## config.mk

```make
export PLATFORM = sky130hd
export DESIGN_NAME = mbinit_repairmb_gen
export DESIGN_NICKNAME = d
export VERILOG_FILES = /design/src/rtl/mbinit_repairmb_gen.sv
export SDC_FILE = /design/constraint.sdc
export NUM_CORES = 1
export LEC_CHECK = 0
export CORE_AREA = 2 2 88 90
export CTS_BUF_LIST = sky130_fd_sc_hd__clkbuf_4 sky130_fd_sc_hd__clkbuf_8
export CTS_CLUSTER_DIAMETER = 100
export DETAILED_ROUTE_END_ITERATION = 10
export DIE_AREA = 0 0 90 92
export HOLD_SLACK_MARGIN = 0.12
export SLEW_MARGIN = 40
export SYNTH_ARGS = -nofsm -noshare
export SYNTH_HDL_FRONTEND = slang
export SYNTH_SLANG_ARGS = --single-unit
```

## constraint.sdc

```tcl
create_clock -name CLK -period 4.2 [get_ports CLK]
set_input_delay 1.26 -clock CLK [delete_from_list [all_inputs] [get_ports CLK]]
set_output_delay 1.26 -clock CLK [all_outputs]
set_load 0.01 [all_outputs]
```

## src/rtl/mbinit_repairmb_gen.sv

```systemverilog
// MBINIT.REPAIRMB sequencer: initiator handshake, lane-repair evaluation, and a
// concurrent responder sharing one sideband TX channel.
module mbinit_repairmb_gen #(
  parameter int NUM_LANES   = 16,
  parameter int TIMEOUT_CYC = 8000,
  parameter int CNT_W       = 13
) (
  input  logic                 CLK,
  input  logic                 rst_n,
  input  logic                 i_start,
  input  logic [3:0]           i_rx_msg,
  input  logic [1:0]           i_rx_info,
  input  logic                 i_msg_valid,
  input  logic                 i_sb_busy_fall,
  input  logic                 i_pattern_done,
  input  logic [NUM_LANES-1:0] i_pattern_result,
  output logic [3:0]           o_tx_msg,
  output logic [1:0]           o_tx_info,
  output logic                 o_tx_valid,
  output logic                 o_pattern_en,
  output logic [1:0]           o_lanes_tx,
  output logic [1:0]           o_lanes_rx,
  output logic                 o_done,
  output logic                 o_train_error
);

  localparam int HALF = NUM_LANES / 2;

  localparam logic [3:0] MSG_START_REQ  = 4'd1;
  localparam logic [3:0] MSG_START_RESP = 4'd2;
  localparam logic [3:0] MSG_DEG_REQ    = 4'd3;
  localparam logic [3:0] MSG_DEG_RESP   = 4'd4;
  localparam logic [3:0] MSG_END_REQ    = 4'd5;
  localparam logic [3:0] MSG_END_RESP   = 4'd6;

  typedef enum logic [3:0] {
    S_IDLE, S_SEND_START, S_WAIT_START, S_PATTERN, S_EVAL, S_SEND_DEG,
    S_WAIT_DEG, S_SEND_END, S_WAIT_END, S_DONE, S_ERROR
  } state_t;

  typedef enum logic [2:0] {
    OWN_NONE, OWN_START, OWN_DEG, OWN_END, OWN_INIT
  } owner_t;

  state_t               r_state;
  owner_t               r_owner;
  logic                 r_pend_start;
  logic                 r_pend_deg;
  logic                 r_pend_end;
  logic                 r_partner_end;
  logic [CNT_W-1:0]     r_cnt;
  logic [NUM_LANES-1:0] r_result;

  logic       w_release;
  logic       w_free;
  logic       w_pend_start_eff;
  logic       w_pend_deg_eff;
  logic       w_pend_end_eff;
  logic       w_init_send;
  logic       w_rx_start_req;
  logic       w_rx_deg_req;
  logic       w_rx_end_req;
  logic       w_wait_hit;
  logic       w_is_wait;
  logic       w_go_error;
  logic [1:0] w_eval;
  owner_t     w_grant;
  logic [3:0] w_grant_msg;
  logic [1:0] w_grant_info;

  function automatic logic [1:0] f_lane_map(input logic [NUM_LANES-1:0] res);
    if (&res)                         return 2'b11;
    else if (&res[HALF-1:0])          return 2'b01;
    else if (&res[NUM_LANES-1:HALF])  return 2'b10;
    else                              return 2'b00;
  endfunction

  assign w_release        = (r_owner != OWN_NONE) && i_sb_busy_fall;
  assign w_free           = (r_owner == OWN_NONE) || w_release;
  assign w_pend_start_eff = r_pend_start && !(w_release && (r_owner == OWN_START));
  assign w_pend_deg_eff   = r_pend_deg   && !(w_release && (r_owner == OWN_DEG));
  assign w_pend_end_eff   = r_pend_end   && !(w_release && (r_owner == OWN_END));
  assign w_init_send      = ((r_state == S_SEND_START) || (r_state == S_SEND_DEG) ||
                             (r_state == S_SEND_END)) &&
                            !(w_release && (r_owner == OWN_INIT));
  assign w_rx_start_req   = i_msg_valid && (i_rx_msg == MSG_START_REQ);
  assign w_rx_deg_req     = i_msg_valid && (i_rx_msg == MSG_DEG_REQ);
  assign w_rx_end_req     = i_msg_valid && (i_rx_msg == MSG_END_REQ);
  assign w_is_wait        = (r_state == S_WAIT_START) || (r_state == S_WAIT_DEG) ||
                            (r_state == S_WAIT_END);
  assign w_eval           = f_lane_map(r_result);
  assign w_go_error       = (w_is_wait && !w_wait_hit && (r_cnt == CNT_W'(TIMEOUT_CYC - 1))) ||
                            ((r_state == S_EVAL) && (w_eval == 2'b00));
  assign o_done           = (r_state == S_DONE) && r_partner_end;

  // Expected response for the current WAIT_* state.
  always_comb begin
    w_wait_hit = 1'b0;
    case (r_state)
      S_WAIT_START: w_wait_hit = i_msg_valid && (i_rx_msg == MSG_START_RESP);
      S_WAIT_DEG:   w_wait_hit = i_msg_valid && (i_rx_msg == MSG_DEG_RESP);
      S_WAIT_END:   w_wait_hit = i_msg_valid && (i_rx_msg == MSG_END_RESP);
      default:      w_wait_hit = 1'b0;
    endcase
  end

  // TX arbitration: responses outrank the initiator; the channel can be handed
  // over on the same cycle the previous owner is released.
  always_comb begin
    w_grant      = OWN_NONE;
    w_grant_msg  = 4'd0;
    w_grant_info = 2'b00;
    if (w_free && (r_state != S_ERROR)) begin
      if (w_pend_start_eff) begin
        w_grant     = OWN_START;
        w_grant_msg = MSG_START_RESP;
      end else if (w_pend_deg_eff) begin
        w_grant      = OWN_DEG;
        w_grant_msg  = MSG_DEG_RESP;
        w_grant_info = o_lanes_rx;
      end else if (w_pend_end_eff) begin
        w_grant     = OWN_END;
        w_grant_msg = MSG_END_RESP;
      end else if (w_init_send) begin
        w_grant = OWN_INIT;
        case (r_state)
          S_SEND_START: w_grant_msg = MSG_START_REQ;
          S_SEND_DEG: begin
            w_grant_msg  = MSG_DEG_REQ;
            w_grant_info = o_lanes_tx;
          end
          S_SEND_END:   w_grant_msg = MSG_END_REQ;
          default:      w_grant     = OWN_NONE;
        endcase
      end else begin
        w_grant = OWN_NONE;
      end
    end else begin
      w_grant = OWN_NONE;
    end
  end

  // Initiator FSM, responder flags and the registered TX channel.
  always_ff @(posedge CLK or negedge rst_n) begin
    if (!rst_n) begin
      r_state       <= S_IDLE;
      r_owner       <= OWN_NONE;
      r_pend_start  <= 1'b0;
      r_pend_deg    <= 1'b0;
      r_pend_end    <= 1'b0;
      r_partner_end <= 1'b0;
      r_cnt         <= '0;
      r_result      <= '0;
      o_tx_msg      <= 4'd0;
      o_tx_info     <= 2'b00;
      o_tx_valid    <= 1'b0;
      o_pattern_en  <= 1'b0;
      o_lanes_tx    <= 2'b11;
      o_lanes_rx    <= 2'b11;
      o_train_error <= 1'b0;
    end else if (r_state == S_ERROR) begin
      r_owner       <= OWN_NONE;
      o_tx_msg      <= 4'd0;
      o_tx_info     <= 2'b00;
      o_tx_valid    <= 1'b0;
      o_pattern_en  <= 1'b0;
      o_train_error <= 1'b1;
    end else if ((r_state == S_DONE) && !i_start) begin
      r_state       <= S_IDLE;
      r_owner       <= OWN_NONE;
      r_pend_start  <= 1'b0;
      r_pend_deg    <= 1'b0;
      r_pend_end    <= 1'b0;
      r_partner_end <= 1'b0;
      r_cnt         <= '0;
      o_tx_msg      <= 4'd0;
      o_tx_info     <= 2'b00;
      o_tx_valid    <= 1'b0;
      o_pattern_en  <= 1'b0;
      o_lanes_tx    <= 2'b11;
      o_lanes_rx    <= 2'b11;
    end else begin
      r_pend_start <= w_pend_start_eff || w_rx_start_req;
      r_pend_deg   <= w_pend_deg_eff   || w_rx_deg_req;
      r_pend_end   <= w_pend_end_eff   || w_rx_end_req;
      if (w_rx_deg_req) begin
        o_lanes_rx <= i_rx_info;
        if (i_rx_info == 2'b00) o_train_error <= 1'b1;
      end
      if (w_rx_end_req) r_partner_end <= 1'b1;

      if (w_grant != OWN_NONE) begin
        r_owner    <= w_grant;
        o_tx_valid <= 1'b1;
        o_tx_msg   <= w_grant_msg;
        o_tx_info  <= w_grant_info;
      end else if (w_release) begin
        r_owner    <= OWN_NONE;
        o_tx_valid <= 1'b0;
        o_tx_msg   <= 4'd0;
        o_tx_info  <= 2'b00;
      end

      case (r_state)
        S_IDLE: if (i_start) r_state <= S_SEND_START;
        S_SEND_START: if (w_release && (r_owner == OWN_INIT)) begin
          r_state <= S_WAIT_START;
          r_cnt   <= '0;
        end
        S_WAIT_START: if (w_wait_hit) begin
          r_state      <= S_PATTERN;
          o_pattern_en <= 1'b1;
        end else r_cnt <= r_cnt + CNT_W'(1);
        S_PATTERN: if (i_pattern_done) begin
          r_result     <= i_pattern_result;
          o_pattern_en <= 1'b0;
          r_state      <= S_EVAL;
        end
        S_EVAL: begin
          o_lanes_tx <= w_eval;
          r_state    <= S_SEND_DEG;
        end
        S_SEND_DEG: if (w_release && (r_owner == OWN_INIT)) begin
          r_state <= S_WAIT_DEG;
          r_cnt   <= '0;
        end
        S_WAIT_DEG: if (w_wait_hit) r_state <= S_SEND_END;
        else r_cnt <= r_cnt + CNT_W'(1);
        S_SEND_END: if (w_release && (r_owner == OWN_INIT)) begin
          r_state <= S_WAIT_END;
          r_cnt   <= '0;
        end
        S_WAIT_END: if (w_wait_hit) r_state <= S_DONE;
        else r_cnt <= r_cnt + CNT_W'(1);
        S_DONE:  r_state <= S_DONE;
        default: r_state <= S_ERROR;
      endcase

      // Timeout or an all-fail evaluation silences the channel immediately.
      if (w_go_error) begin
        r_state       <= S_ERROR;
        r_owner       <= OWN_NONE;
        o_tx_msg      <= 4'd0;
        o_tx_info     <= 2'b00;
        o_tx_valid    <= 1'b0;
        o_pattern_en  <= 1'b0;
        o_train_error <= 1'b1;
      end
    end
  end

endmodule

```

==> out/results.txt <==
The signal on the critical path passes through clkdlybuf4s50_1 -> nor4b_1 -> mux2_2 -> o21ai_0 -> a211o_1 -> o211ai_1 -> mux2_2. After technology mapping, the gate count stands at 294. The worst hold path class is flop to flop.

The number of input and output port buffers inserted was 40. The worst setup path is launched from a primary input. Counting every net in the synthesized netlist gives 323. The repair_antennas step left the layout with diodes totalling 0.

The number of clock buffers added by TritonCTS is 5. On the final layout, the worst clock skew is 0.008583 ns. Based on the critical path, the design can be clocked at up to 0.2934 GHz. The commonest register cell after synthesis was sky130_fd_sc_hd__dfrtp_1.

The maximum clock insertion buffer count was 2; the share of layout cells above drive strength 1 was 13.25%. The tools report the sort of element at the end of the critical path as a flop. The number of iterations in the first detailed-routing pass is 4. The root buffer cell chosen for the clock tree is sky130_fd_sc_hd__clkbuf_8.

Reg-to-reg critical path startpoint: r_state[3]$_DFFE_PN0P_. In this run the tightest slew margin relative to its limit is 58.16%. The largest single stage delay on the critical path is 0.48 ns.

The routed design has 6476 um of wire. The pin count of the biggest net entering global routing came out at 29. The setup path with the least slack is of type primary input to flop.

The logs give 748 for the number of fillers in the final layout and 149 for the number of violations reported at the end of detailed-routing iteration 0. The number of antenna violations at the first check in global routing came out at 0. The total number of vias was 2396. In this run the register-to-register setup slack is 1.51 ns.

The number of top-level pins came out at 42. The core outline area came out at 7447 sq um. The post-detailed-placement half-perimeter wirelength was 4821 um; the count of hold-fix buffers inserted at cts was 0.

In the layout the commonest cells are sky130_fd_sc_hd__dfrtp_1 (48), sky130_fd_sc_hd__clkdlybuf4s50_1 (39), sky130_fd_sc_hd__nor2_1 (27). The power density over the cells is 631.6 nW/um^2, and the count of antenna-violating nets left after detailed routing is 0. Clock-pin slew of the registers on the worst-case setup and hold paths: 0.11 ns.

The source of the critical timing path is i_rx_msg[1]. Setup repair after global routing left no endpoint under its margin. The smallest clock period supported by the final layout is computed as 3.408 ns. Cells fill 46.39% of the core in the end. Yosys printed 0 warnings. Clock sink count: 52. The floorplan step defined a die boundary enclosing 8280 sq um. The run gives 0 as the number of buffers inserted to repair setup after CTS. From left edge to right edge, the die measures 90 um.

The max-slew violation total from the final report was 0; the count of endpoints failing hold in the final timing report was 0. The synthesized design spends more area on one cell type than any other, namely sky130_fd_sc_hd__dfrtp_1. TritonCTS built the clock tree. Y dimension of the die: 92 um.

Data arrives at the worst endpoint at 3.61 ns. The first global-routing pass estimated 11030 um of wire. The total number of placement rows is 32, and the insertion delay of the later-clocked pin in the worst-skew pair is 0.31 ns. Most common cell after layout, fill and taps aside: sky130_fd_sc_hd__dfrtp_1.

Yosys mapped a number of flops with a built-in enable equal to 0. For the static leakage, the log shows 1.428 nW. Setup total negative slack on the finished layout was measured at 0 ns.

For the sequential share of the synthesized area, the log shows 45.45%. In this run the most critical hold path is launched from o_train_error$_DFFE_PN0P_. The tool flagged a number of max-cap violations equal to 0. Number of global-route vias before repair: 2246. For this run, design rule violations remaining after detail routing come to 0. The level count of the clock H-tree is 2.

Global routing finished with a remaining overflow of 0. Synthesis instantiated 57 different standard cells from the library. The global-route usage over all layers is 16.36%.

The post-cts resize count was 0. The total of flip-flops plus latches after synthesis is 52. The largest driver fanout on the critical path is 13, and the post-detailed-route via-to-cell ratio is 5.521. The top-area cell type share of the netlist area was 41.79%. By area the synthesized netlist is led by sky130_fd_sc_hd__dfrtp_1 (42%), sky130_fd_sc_hd__mux2_2 (7.4%), sky130_fd_sc_hd__o21ai_0 (4.2%).

The library cell appearing most often on the critical path is sky130_fd_sc_hd__mux2_2. The per-cell routed wire length is 14.92 um, and the part of the cycle the worst path needs is 81.15%. The area growth from synthesis to layout works out to 20.20%.

The endpoint required time on the critical path is 4.40 ns. The worst-path cell with the longest stage delay was sky130_fd_sc_hd__clkdlybuf4s50_1. The async set-or-reset flop fraction in the synthesized netlist is 100.0%. A synthesized cell averages 9.776 sq um.

At the end of routability-driven placement, the weighted congestion stood at 0.8170. After the last flow step, the layout net total stands at 360. For the pin with the worst max-slew slack, the measured transition is 0.6276 ns. The logs give 0.1917 mV for the worst IR drop on VDD and 2874 sq um for the total standard cell area after synthesis. The flow ran to the end, and the final reports show no timing, DRC or antenna violations. Setup violations remaining at the end of the flow were counted as 0. Once the floorplan was initialized, standard cells occupied 38.59% of the core.
==> through the flow <==
step           worst slack [ns]  hold WS, ns  total power [mW]  cells  cell area, sq um
2_1_floorplan             1.302       0.4565             1.569    294              2874
3_3_place_gp             0.5429       0.4473             1.862    426              3357
3_5_place_dp             0.4358       0.4474             1.884    426              3357
4_1_cts                  0.7695       0.4748             2.205    434              3455
5_1_grt                  0.5688       0.5010             2.369    434              3455
6_report                 0.7918       0.4668             2.182    434              3455
==> final timing paths <==
| kind | cells after the start | endpoint |
|---|---|---|
| worst min-delay path | 1 | o_train_error$_DFFE_PN0P_ |
| min in group asynchronous | 1 | r_cnt[3]$_DFFE_PN0P_ |
| worst max register to register | 6 | r_state[1]$_DFFE_PN0P_ |
| worst min register to register | 1 | o_train_error$_DFFE_PN0P_ |
| worst max-delay path | 7 | r_state[1]$_DFFE_PN0P_ |
| max in group asynchronous | 2 | o_lanes_tx[0]$_DFFE_PN1P_ |
==> worst max-delay path: cells and delay by family <==
kind | cells | cell delay, ns
AO/OA/AOI/OAI | 3 | 0.87
multiplexers | 2 | 0.63
buffers and inverters | 1 | 0.48
AND/OR/NAND/NOR | 1 | 0.39
==> synth_stat cells (6+ instances only) <==
library cell,instances
sky130_fd_sc_hd__nand2b_1,8
sky130_fd_sc_hd__nor2_1,27
sky130_fd_sc_hd__or3_1,7
sky130_fd_sc_hd__clkbuf_1,6
sky130_fd_sc_hd__a21oi_1,14
sky130_fd_sc_hd__nand4_1,6
sky130_fd_sc_hd__o31ai_1,6
sky130_fd_sc_hd__nand2_1,16
sky130_fd_sc_hd__o21ai_0,24
sky130_fd_sc_hd__inv_1,8
sky130_fd_sc_hd__nor3_1,8
sky130_fd_sc_hd__mux2_2,19
sky130_fd_sc_hd__dfrtp_1,48
sky130_fd_sc_hd__and3_1,9
==> layer usage <==
| layer | global-route usage [%] | share of wire (%) | routed length, um | up-vias |
|---|---|---|---|---|
| met5 | 0 | 0 | 0 | - |
| met4 | 4.872 | 1.3 | 86 | 0 |
| met3 | 3.862 | 5.3 | 346 | 8 |
| met2 | 24.94 | 45 | 2908 | 44 |
| met1 | 23.21 | 48 | 3135 | 1173 |
| li1 | - | - | - | 1171 |
==> sequential cells by signal (all words and copies together), names as in the netlist, 2 cells and up <==
signal,flops
r_result,16
r_cnt,13
r_state,4
o_tx_msg,3
r_owner,3
o_lanes_rx,2
o_lanes_tx,2
o_tx_info,2
==> cells by family (layout without fill, tap and decap cells) <==
logic type / count (synthesis) / count (layout) / share of synthesized area [%]
buf+inv: 21 / 59 / 3.221
fa+ha+maj: 1 / 1 / 0.4353
compound gates: 78 / 78 / 17.59
mux: 23 / 23 / 8.838
flops: 52 / 52 / 45.45
other cells: 1 / 1 / 0.1305
simple gates: 117 / 117 / 24.03
xor+xnor: 1 / 1 / 0.3048
==> report_power, final <==
part / switching [mW] / total [mW] / internal [mW] / leakage (nW)
Sequential: 0.194 / 0.901 / 0.707 / 0.648
Combinational: 0.491 / 0.970 / 0.479 / 0.729
Clock: 0.185 / 0.311 / 0.126 / 0.0511
Total: 0.870 / 2.18 / 1.31 / 1.43
==> layout make-up <==
cell class	instances	area, sq um	share of cell area (%)
clock buffer	5	68.82	1.992
clock inverter	3	28.78	0.8330
inverter	8	30.03	0.8693
multi-input combinational	221	1475	42.70
sequential	52	1306	37.81
tap	102	127.6	3.694
timing repair buffer	43	417.9	12.10
(Power assumes the default switching activity.)
